--- src/rtl/atanh_search.sv ---
// Inverse tanh by binary search over an external registered tanh LUT.
// Define ATANH_EARLY_SAT_EN to finish saturated requests right after the range probe.
module atanh_search (
   input  logic       clk,
   input  logic       rst,
   input  logic       in_valid,
   input  logic [7:0] in_y,
   output logic       in_ready,
   output logic [7:0] lut_addr,
   input  logic [7:0] lut_data,
   output logic       out_valid,
   output logic [7:0] out_x,
   output logic       out_sat,
   input  logic       out_ready
);

   localparam logic [1:0] IDLE      = 2'd0;
   localparam logic [1:0] PROBE_SAT = 2'd1;
   localparam logic [1:0] SEARCH    = 2'd2;
   localparam logic [1:0] DONE      = 2'd3;

   logic [1:0] state_q, state_d;
   logic       sign_q, sign_d;
   logic [7:0] mag_q, mag_d;
   logic [6:0] c_q, c_d;
   logic [2:0] bit_q, bit_d;
   logic       sat_q, sat_d;
   logic [7:0] lut_addr_q, lut_addr_d;
   logic       out_valid_q, out_valid_d;
   logic [7:0] out_x_q, out_x_d;
   logic       out_sat_q, out_sat_d;

   logic [7:0] in_mag;
   logic       probe_lt;
   logic [6:0] bit_mask;
   logic [6:0] c_upd;
   logic [7:0] r;

   assign in_ready  = (state_q == IDLE);
   assign lut_addr  = lut_addr_q;
   assign out_valid = out_valid_q;
   assign out_x     = out_x_q;
   assign out_sat   = out_sat_q;

   // -128 has no positive 8-bit counterpart, so it folds onto the largest magnitude
   always_comb begin
      if (in_y == 8'h80)
         in_mag = 8'd127;
      else if (in_y[7])
         in_mag = -in_y;
      else
         in_mag = in_y;
   end

   assign probe_lt = $signed(lut_data) < $signed(mag_q);
   assign bit_mask = 7'd1 << bit_q;
   assign c_upd    = probe_lt ? (c_q | bit_mask) : c_q;

   always_comb begin
      if (mag_q == 8'd0)
         r = 8'd0;
      else if (sat_q)
         r = 8'h7F;
      else
         r = {1'b0, c_upd} + 8'd1;
   end

   // NOTE: every next-state signal takes its current value first, so no path leaves one unassigned and no latch is inferred.
   always_comb begin
      state_d     = state_q;
      sign_d      = sign_q;
      mag_d       = mag_q;
      c_d         = c_q;
      bit_d       = bit_q;
      sat_d       = sat_q;
      lut_addr_d  = lut_addr_q;
      out_valid_d = out_valid_q;
      out_x_d     = out_x_q;
      out_sat_d   = out_sat_q;

      case (state_q)
         IDLE: begin
            if (in_valid) begin
               sign_d     = in_y[7];
               mag_d      = in_mag;
               lut_addr_d = 8'h7F;
               state_d    = PROBE_SAT;
            end
         end
         PROBE_SAT: begin
            bit_d = 3'd6;
            if (probe_lt) begin
               sat_d = 1'b1;
               c_d   = 7'h7F;
`ifdef ATANH_EARLY_SAT_EN
               out_x_d   = sign_q ? 8'h81 : 8'h7F;
               out_sat_d = 1'b1;
               state_d   = DONE;
`else
               state_d   = SEARCH;
`endif
            end else begin
               sat_d      = 1'b0;
               c_d        = 7'd0;
               lut_addr_d = 8'h40;
               state_d    = SEARCH;
            end
         end
         SEARCH: begin
            c_d = c_upd;
            if (bit_q != 3'd0) begin
               lut_addr_d = {1'b0, c_upd | (bit_mask >> 1)};
               bit_d      = bit_q - 3'd1;
            end else begin
               out_x_d     = sign_q ? -r : r;
               out_sat_d   = sat_q;
               out_valid_d = 1'b1;
               state_d     = DONE;
            end
         end
         DONE: begin
            // the early-saturation path enters here with out_valid still low
            if (!out_valid_q) begin
               out_valid_d = 1'b1;
            end else if (out_ready) begin
               out_valid_d = 1'b0;
               state_d     = IDLE;
            end
         end
         default: state_d = IDLE;
      endcase
   end

   // NOTE: state registers use non-blocking assignments so every flop samples pre-edge values.
   always_ff @(posedge clk) begin
      if (rst) begin
         state_q     <= IDLE;
         sign_q      <= 1'b0;
         mag_q       <= 8'd0;
         c_q         <= 7'd0;
         bit_q       <= 3'd0;
         sat_q       <= 1'b0;
         lut_addr_q  <= 8'd0;
         out_valid_q <= 1'b0;
         out_x_q     <= 8'd0;
         out_sat_q   <= 1'b0;
      end else begin
         state_q     <= state_d;
         sign_q      <= sign_d;
         mag_q       <= mag_d;
         c_q         <= c_d;
         bit_q       <= bit_d;
         sat_q       <= sat_d;
         lut_addr_q  <= lut_addr_d;
         out_valid_q <= out_valid_d;
         out_x_q     <= out_x_d;
         out_sat_q   <= out_sat_d;
      end
   end

endmodule

--- config.mk ---
export PLATFORM = sky130hd
export DESIGN_NAME = atanh_search
export DESIGN_NICKNAME = d
export VERILOG_FILES = /design/src/rtl/atanh_search.sv
export SDC_FILE = /design/constraint.sdc
export NUM_CORES = 1
export LEC_CHECK = 0
export CORE_MARGIN = 1
export CORE_UTILIZATION = 45
export CTS_CLUSTER_DIAMETER = 40
export DETAILED_ROUTE_END_ITERATION = 8
export PLACE_DENSITY_LB_ADDON = 0.15
export SYNTH_ARGS = -nofsm -noshare
export SYNTH_HDL_FRONTEND = slang
export SYNTH_SLANG_ARGS = --single-unit
--- constraint.sdc ---
create_clock -name clk -period 3.78 [get_ports clk]
set_input_delay 0.567 -clock clk [delete_from_list [all_inputs] [get_ports clk]]
set_output_delay 0.567 -clock clk [all_outputs]
set_load 0.05 [all_outputs]
==> out/results.txt, run 1 <==
status = completed
DR iter-0 viols = 173
# Max-Cap Violations = 0
post-route cell area = 3230 um2
Post-Synth Adder-Cell Area = 8.81%
Worst setup EP type = flop
die height = 79.4 um
Finished Layout Cells = 452
synthesized area = 2700 um2
All-Layer GR Usage = 23.1%
Synth Instances = 347
Nets = 418
full die area = 6310 um2
clock root cell = clkbuf_8
Req. time, crit path = 3.99 ns
Comb pwr share = 59.3%
number of fill cells = 519
period utilisation layout = 92.7%
drt total wl = 6.66 mm
mux contribution to synthesized area = 1.62%
Ys Warns = 0
first-pass detailed-route iteration total = 4
clk buf depth = 2
cell internal pwr = 0.00130 W
Max-slew headroom = 56.7%
share of cells above drive strength 1 = 7.89%
Post-DRT Antenna Nets = 0
FF+latch count, synth = 39
# port buffers = 37
Final Hold Viols = 0
number of setup violations in the final report = 0
prevailing post-synth register cell = dfxtp_1
worst-skew pair later-pin latency = 0.30 ns
DRC = 0
total CTS buffers = 5
initial core utilization = 47.8%
Net Switching = 0.00122 W
vias per inst = 5.69
largest net degree at the start of global routing = 24
syn_area_per_cell = 7.78 um2
Antenna diodes = 0
Top Ports = 39
# Post-CTS Setup Buffers = 0
CTS Hold Bufs = 0
largest family of logic cells by synthesized area = compound AO/OA/AOI/OAI gates
grt total ovfl = 0
row count = 27
cts repair resizes = 0
Fin Clk Skew = 0.00639 ns
syn_nets = 386
Die X = 79.4 um
RSZ-0062 raised after global routing = false
asr flop ratio synth = 0%
CP Launch Type = primary input
Fmax achieved = 285 MHz
top fanout value on the critical path = 5
maximum vdd drop = 598 uV
data arrival time of the worst path = 3.72 ns
H-Tree Depth = 2
Synth Area in Compound Gates = 28.3%
Slew Limit Fails = 0
P_leak = 1.23 nW
post-place instance area = 3120 um2
TritonCTS clock tree = done
area of the core = 5640 um2
placed cells = 444
CP Class = in -> reg
Yosys cell types = 61
via count = 2,573
Clock power frac = 14.7%
switch share = 48.5%
initial antenna violation count = 0
HP Class = reg -> reg
wire per inst = 14.7 um
post-synthesis sequential area ratio = 28.9%
Routability Congestion = 1.01
Reg power frac = 26.1%
worst slew pin tran = 0.648 ns
xor/xnor share of the synthesized area = 2.60%
Pwr per Cell Area = 781 nW/um2
Tmin final = 3.50 ns
Post-Route Setup TNS = 0 ns
clk sink count = 39
vias in the first global route = 2,476
number of enable flip-flop cells after synthesis = 0
hpwl dp = 5.08 mm
Reg clk slew, reported paths = 0.08 ns
area grow syn2layout = 19.8%
first-pass GRT wire length = 11.6 mm
area share of and/or/nand/nor cells after synthesis = 22.9%
[per-layer routing]
layer | wire, um | track usage, %
met4 | 76 | 6.18
met5 | 0 | 0
met1 | 3210 | 30.8
met2 | 3070 | 37.9
met3 | 302 | 4.34
[logic make-up (layout without fill, tap and decap cells)]
logic type / after synthesis / in the layout
AND/OR/NAND/NOR: 132 / 132
AO/OA/AOI/OAI: 102 / 102
buffers and inverters: 42 / 75
flip-flops: 39 / 39
adder cells (fa/ha/maj): 19 / 19
XOR/XNOR: 8 / 8
multiplexers: 4 / 4
other: 1 / 1
[path summary, 6_finish.rpt]
check              start           to  slack, ns  cells after the start
max          lut_data[7]     out_x[4]       0.28                     17
min          lut_addr[4]  lut_addr[4]       0.46                      2
max reg2reg     mag_q[1]     out_x[4]       0.58                     15
min reg2reg  lut_addr[4]  lut_addr[4]       0.46                      2
[critical path, stage by stage]
cell             delay [ns]
clkdlybuf4s50_1        0.43
ha_1                   0.31
nor3b_2                0.16
buf_4                  0.14
a22oi_4                0.13
a21oi_2                0.09
a21oi_1                0.25
inv_2                  0.06
ha_1                   0.24
inv_1                  0.15
a211oi_1               0.07
a221oi_1               0.27
and3b_1                0.29
nand2_1                0.11
a21oi_1                0.15
o21bai_1               0.08
a311oi_1               0.24
[power by group through the flow]
stage	Clock, W	Combinational [W]	Sequential [W]
3_5_place_dp	0	0.00148	0.000665
2_1_floorplan	0	0.000978	0.000797
4_1_cts	0.000379	0.00149	0.000656
3_3_place_gp	0	0.00147	0.000663
6_report	0.000370	0.00150	0.000658
5_1_grt	0.000398	0.00167	0.000677
[cell usage in the layout, fill, tap and decap left out, types with 2 or more instances in the layout]
cell	synthesis	routed
a211oi_1	5	5
a21oi_1	22	22
a21oi_2	2	2
a221oi_1	6	6
a22oi_1	5	5
a311oi_1	4	4
a31oi_1	8	8
a32oi_1	3	3
and2_1	3	3
and3b_1	2	2
buf_4	4	7
clkbuf_8	0	6
clkdlybuf4s50_1	0	37
dfxtp_1	39	39
ha_1	19	19
inv_1	22	22
mux2i_1	3	3
nand2_1	43	43
nand2b_1	5	5
nand3_1	13	13
nand4_1	2	2
nor2_1	40	40
nor2b_1	4	4
nor3_1	8	8
nor3_2	2	2
nor4_1	3	3
o211ai_1	8	8
o21a_1	3	3
o21ai_0	12	12
o21ai_1	2	2
o21ai_2	2	2
o21bai_1	3	3
or3_1	3	3
xnor2_1	2	2
xor2_1	6	6
[synth_stat cells (all sizes together), types with 2 or more instances]
cell type | number | area [um2]
a2111oi | 2 | 36.3
a211oi | 6 | 57.6
a21oi | 24 | 128
a221oi | 6 | 52.6
a22oi | 6 | 58.8
a311oi | 4 | 35.0
a31oi | 8 | 50.1
a32oi | 3 | 26.3
and2 | 3 | 18.8
and3b | 2 | 17.5
buf | 8 | 55.1
clkbuf | 11 | 41.3
dfxtp | 39 | 781
ha | 19 | 238
inv | 23 | 86.3
mux2i | 4 | 43.8
nand2 | 43 | 161
nand2b | 5 | 31.3
nand3 | 13 | 65.1
nand4 | 2 | 12.5
nor2 | 40 | 150
nor2b | 4 | 25.0
nor3 | 10 | 60.1
nor4 | 3 | 18.8
o211ai | 8 | 60.1
o21a | 3 | 22.5
o21ai | 17 | 104
o21bai | 3 | 22.5
or3 | 3 | 18.8
xnor2 | 2 | 17.5
xor2 | 6 | 52.6
[state kept, by name, indices dropped and copies added, names as in the netlist]
register   count
bit_q          3
out_sat        1
out_x          8
state_q        2
out_valid      1
c_q            7
sign_q         1
mag_q          8
lut_addr       7
sat_q          1
[through the flow]
stage | util (%) | hold slack [ns] | setup WS (ns) | total power [W]
floorplan | - | 0.445 | 0.493 | 0.00178
detailed placement | 55.2 | 0.452 | 0.0101 | 0.00214
global route | 57.3 | 0.490 | 0.0247 | 0.00274
finish | 57.3 | 0.456 | 0.277 | 0.00252
global placement | 55.2 | 0.442 | 0.0756 | 0.00213
CTS | 57.3 | 0.463 | 0.311 | 0.00253
[final cells by class]
type                    instances  area (um2)  share of cell area [%]
repair buffers                 44         423                    13.1
clock inverters                 2        35.0                    1.08
well taps                      72        90.1                    2.79
clock buffers                   6        82.6                    2.55
inverters                      23        86.3                    2.67
flip-flops and latches         39         781                    24.1
multi-input cells             266        1740                    53.7
Note: power is estimated with default switching activity, not from simulation.
==> run 2, diff against run 1 <==
--- a/config.mk
+++ b/config.mk
@@ -5,7 +5,6 @@
 export SDC_FILE = /design/constraint.sdc
 export NUM_CORES = 1
 export LEC_CHECK = 0
-export CORE_MARGIN = 1
 export CORE_UTILIZATION = 45
 export CTS_CLUSTER_DIAMETER = 40
 export DETAILED_ROUTE_END_ITERATION = 8
==> results of run 2 <==
Final layout, timing and power as in run 1 (identical DEF).
==> run 3, diff against run 2 <==
==> constraint.sdc (replaced) <==
create_clock -name clk -period 3.3 [get_ports clk]
set_input_delay 0.495 -clock clk [delete_from_list [all_inputs] [get_ports clk]]
set_output_delay 0.495 -clock clk [all_outputs]
set_load 0.05 [all_outputs]
==> run 3 against run 2 <==
  * Sequential power increased by 15%
  * Count of clock-buffer cells in the layout is 1 higher
  * Non-clock buffer count grew 18
  * Setup slack worse by 0.19 ns
  * Power is 18% higher
  * Clock skew decreased by 0.0044 ns
  * Via count increased by 3.8%
  * Final area grew 5.2%
  * Flip-flop and latch count stayed put
  * Core utilization rose by 3.0 points
  * First-iteration DRC count down 4.0%
  * Clock power fell by 13%
  * Critical path type unchanged
==> out/results.txt, run 3 (synthesis gave the netlist of run 1 again) <==
status = completed
worst slew pin tran = 0.629 ns (-0.0183 ns)
area grow syn2layout = 26.1%
DR iter-0 viols = 166 (-4.0%)
drt total wl = 7.10 mm (+6.5%)
clock root cell = clkbuf_8
clk buf depth = 2 (unchanged)
Slew Limit Fails = 0 (unchanged)
Max-slew headroom = 58.1% (+1.4 points)
DP Worst Slack = -0.353 ns (-0.363 ns)
Routability Congestion = 0.937 (-6.9%)
hpwl dp = 5.19 mm (+2.1%)
initial core utilization = 47.8% (unchanged)
period utilisation layout = 97.3%
All-Layer GR Usage = 23.6% (+0.49 points)
CTS Hold Bufs = 0 (unchanged)
crit path max-delay cell type = a2111oi_4
TritonCTS clock tree = done
Worst setup EP type = flop
share of cells above drive strength 1 = 14.6% (+6.7 points)
CP top delay family = compound AO/OA/AOI/OAI gates
vias in the first global route = 2,545 (+2.8%)
worst-skew pair later-pin latency = 0.30 ns (about the same)
grt total ovfl = 0 (unchanged)
initial antenna violation count = 0 (unchanged)
data arrival time of the worst path = 3.42 ns (-0.30 ns)
total CTS buffers = 5 (unchanged)
reg2reg start = mag_q[7]
Hold Crit Start = out_sat
Critical Path Source = lut_data[0]
post-route cell area = 3400 um2 (+5.2%)
Power Total = 0.00297 W (+18%)
commonest non-fill, non-tap cells in the layout = nand2_1 (43), nor2_1 (40), dfxtp_1 (39)
Post-Route Setup TNS = 0 ns (unchanged)
H-Tree Depth = 2 (unchanged)
# Max-Cap Violations = 0 (unchanged)
most common cell after layout, fill and taps aside = nand2_1
number of setup violations in the final report = 0 (unchanged)
P_leak = 1.33 nW (+8.1%)
max incr delay on CP = 0.41 ns (-0.02 ns)
Final Hold Viols = 0 (unchanged)
CP Class = in -> reg
Req. time, crit path = 3.51 ns (-0.48 ns)
Post-DRT Antenna Nets = 0 (unchanged)
vias per inst = 5.68 (-0.17%)
Fmax achieved = 311 MHz
RSZ-0062 raised after global routing = true
# port buffers = 37 (unchanged)
final setup margin = 0.0882 ns (-0.188 ns)
top fanout value on the critical path = 4 (-1)
row count = 27 (unchanged)
Pwr per Cell Area = 872 nW/um2 (+12%)
area of the core = 5640 um2 (unchanged)
Die X = 79.4 um (unchanged)
Nets = 436 (+4.3%)
CP Cell Sequence = clkdlybuf4s50_1 > nand2b_1 > a2111oi_4 > o21ai_2 > a21oi_2 > a21o_1 > ha_2 > inv_2 > nor3_2 > mux2i_1 > and3b_2 > a21boi_0 > o21ai_1 > nand3_1 > a311oi_1
CP Launch Type = primary input
first-pass detailed-route iteration total = 4 (unchanged)
Reg clk slew, reported paths = 0.08 ns (about the same)
post-layout util = 60.3% (+3.0 points)
DRC = 0 (unchanged)
first-pass GRT wire length = 11.8 mm (+2.1%)
Tmin final = 3.21 ns
clk sink count = 39 (unchanged)
Antenna diodes = 0 (unchanged)
post-place instance area = 3230 um2 (+3.6%)
die height = 79.4 um (unchanged)
Fin Clk Skew = 0.00199 ns (-0.00440 ns)
via count = 2,671 (+3.8%)
HP Class = reg -> reg
largest net degree at the start of global routing = 41 (+71%)
number of fill cells = 533 (+2.7%)
maximum vdd drop = 756 uV (+26%)
full die area = 6310 um2 (unchanged)
Top Ports = 39 (unchanged)
crit path buf inv count = 2 (-2)
wire per inst = 15.1 um (+2.4%)
[run 3: cell count changes in the layout (fill, tap and decap cells not counted), sizes merged]
cell	delta
buf	+18
clkdlybuf4s50	-2
dlymetal6s2s	+2
bufinv	-1
clkbuf	+1
[run 3: repair_timing]
action / 4_1_cts / 5_1_grt
endpoints found under the setup margin: 1 / 6
pin swaps: 8 / 12
gates resized for setup: 8 / 10
endpoints found under the hold margin: 0 / 0
setup buffers: 1 / 2
[run 3: worst paths after layout]
check	endpoint	cells past startpoint	slack [ns]
hold reg to reg	out_sat	2	0.46
setup reg to reg	out_x[4]	16	0.25
hold / removal	out_sat	2	0.46
setup / recovery	out_x[4]	15	0.09
[run 3: worst reg2reg max path: stages (launching register included)]
cell      delay, ns
dfxtp_1        0.38
inv_1          0.09
ha_4           0.27
nor3b_4        0.18
and2_4         0.18
o21ai_2        0.06
a21oi_2        0.20
a21o_1         0.18
ha_2           0.20
inv_2          0.07
nor3_2         0.17
mux2i_1        0.13
and3b_2        0.24
a21boi_0       0.13
o21ai_1        0.15
nand3_1        0.09
a311oi_1       0.25
[run 3: cell type report]
cell class / instances / area (um2) / area share, %
well taps: 72 / 90.1 / 2.65
multi-input cells: 266 / 1800 / 52.9
repair buffers: 62 / 563 / 16.6
clock buffers: 7 / 76.3 / 2.24
clock inverters: 1 / 5.00 / 0.147
flip-flops and latches: 39 / 781 / 22.9
inverters: 23 / 86.3 / 2.54
[run 3: layer usage]
layer  share of wire [%]  up-vias  track usage, %  wire (um)
met2                  48       46            40.6       3430
met3                 3.2        7            3.77        228
li1                    -     1352               -          -
met5                   0        -               0          0
met1                  48     1266            30.5       3380
met4                0.85        0            5.64         60
[run 3: metrics by stage]
step,std cells,hold slack [ns]
after global routing,470,0.480
final,470,0.456
after CTS,468,0.458
after global placement,459,0.442
after detailed placement,459,0.447
after floorplan,347,0.445
[run 3: power by group]
part | total, W | internal [W] | leakage, nW | switching [W]
Clock | 0.000322 | 0.000149 | 0.0422 | 0.000174
Sequential | 0.000759 | 0.000618 | 0.320 | 0.000142
Combinational | 0.00189 | 0.000749 | 0.963 | 0.00114
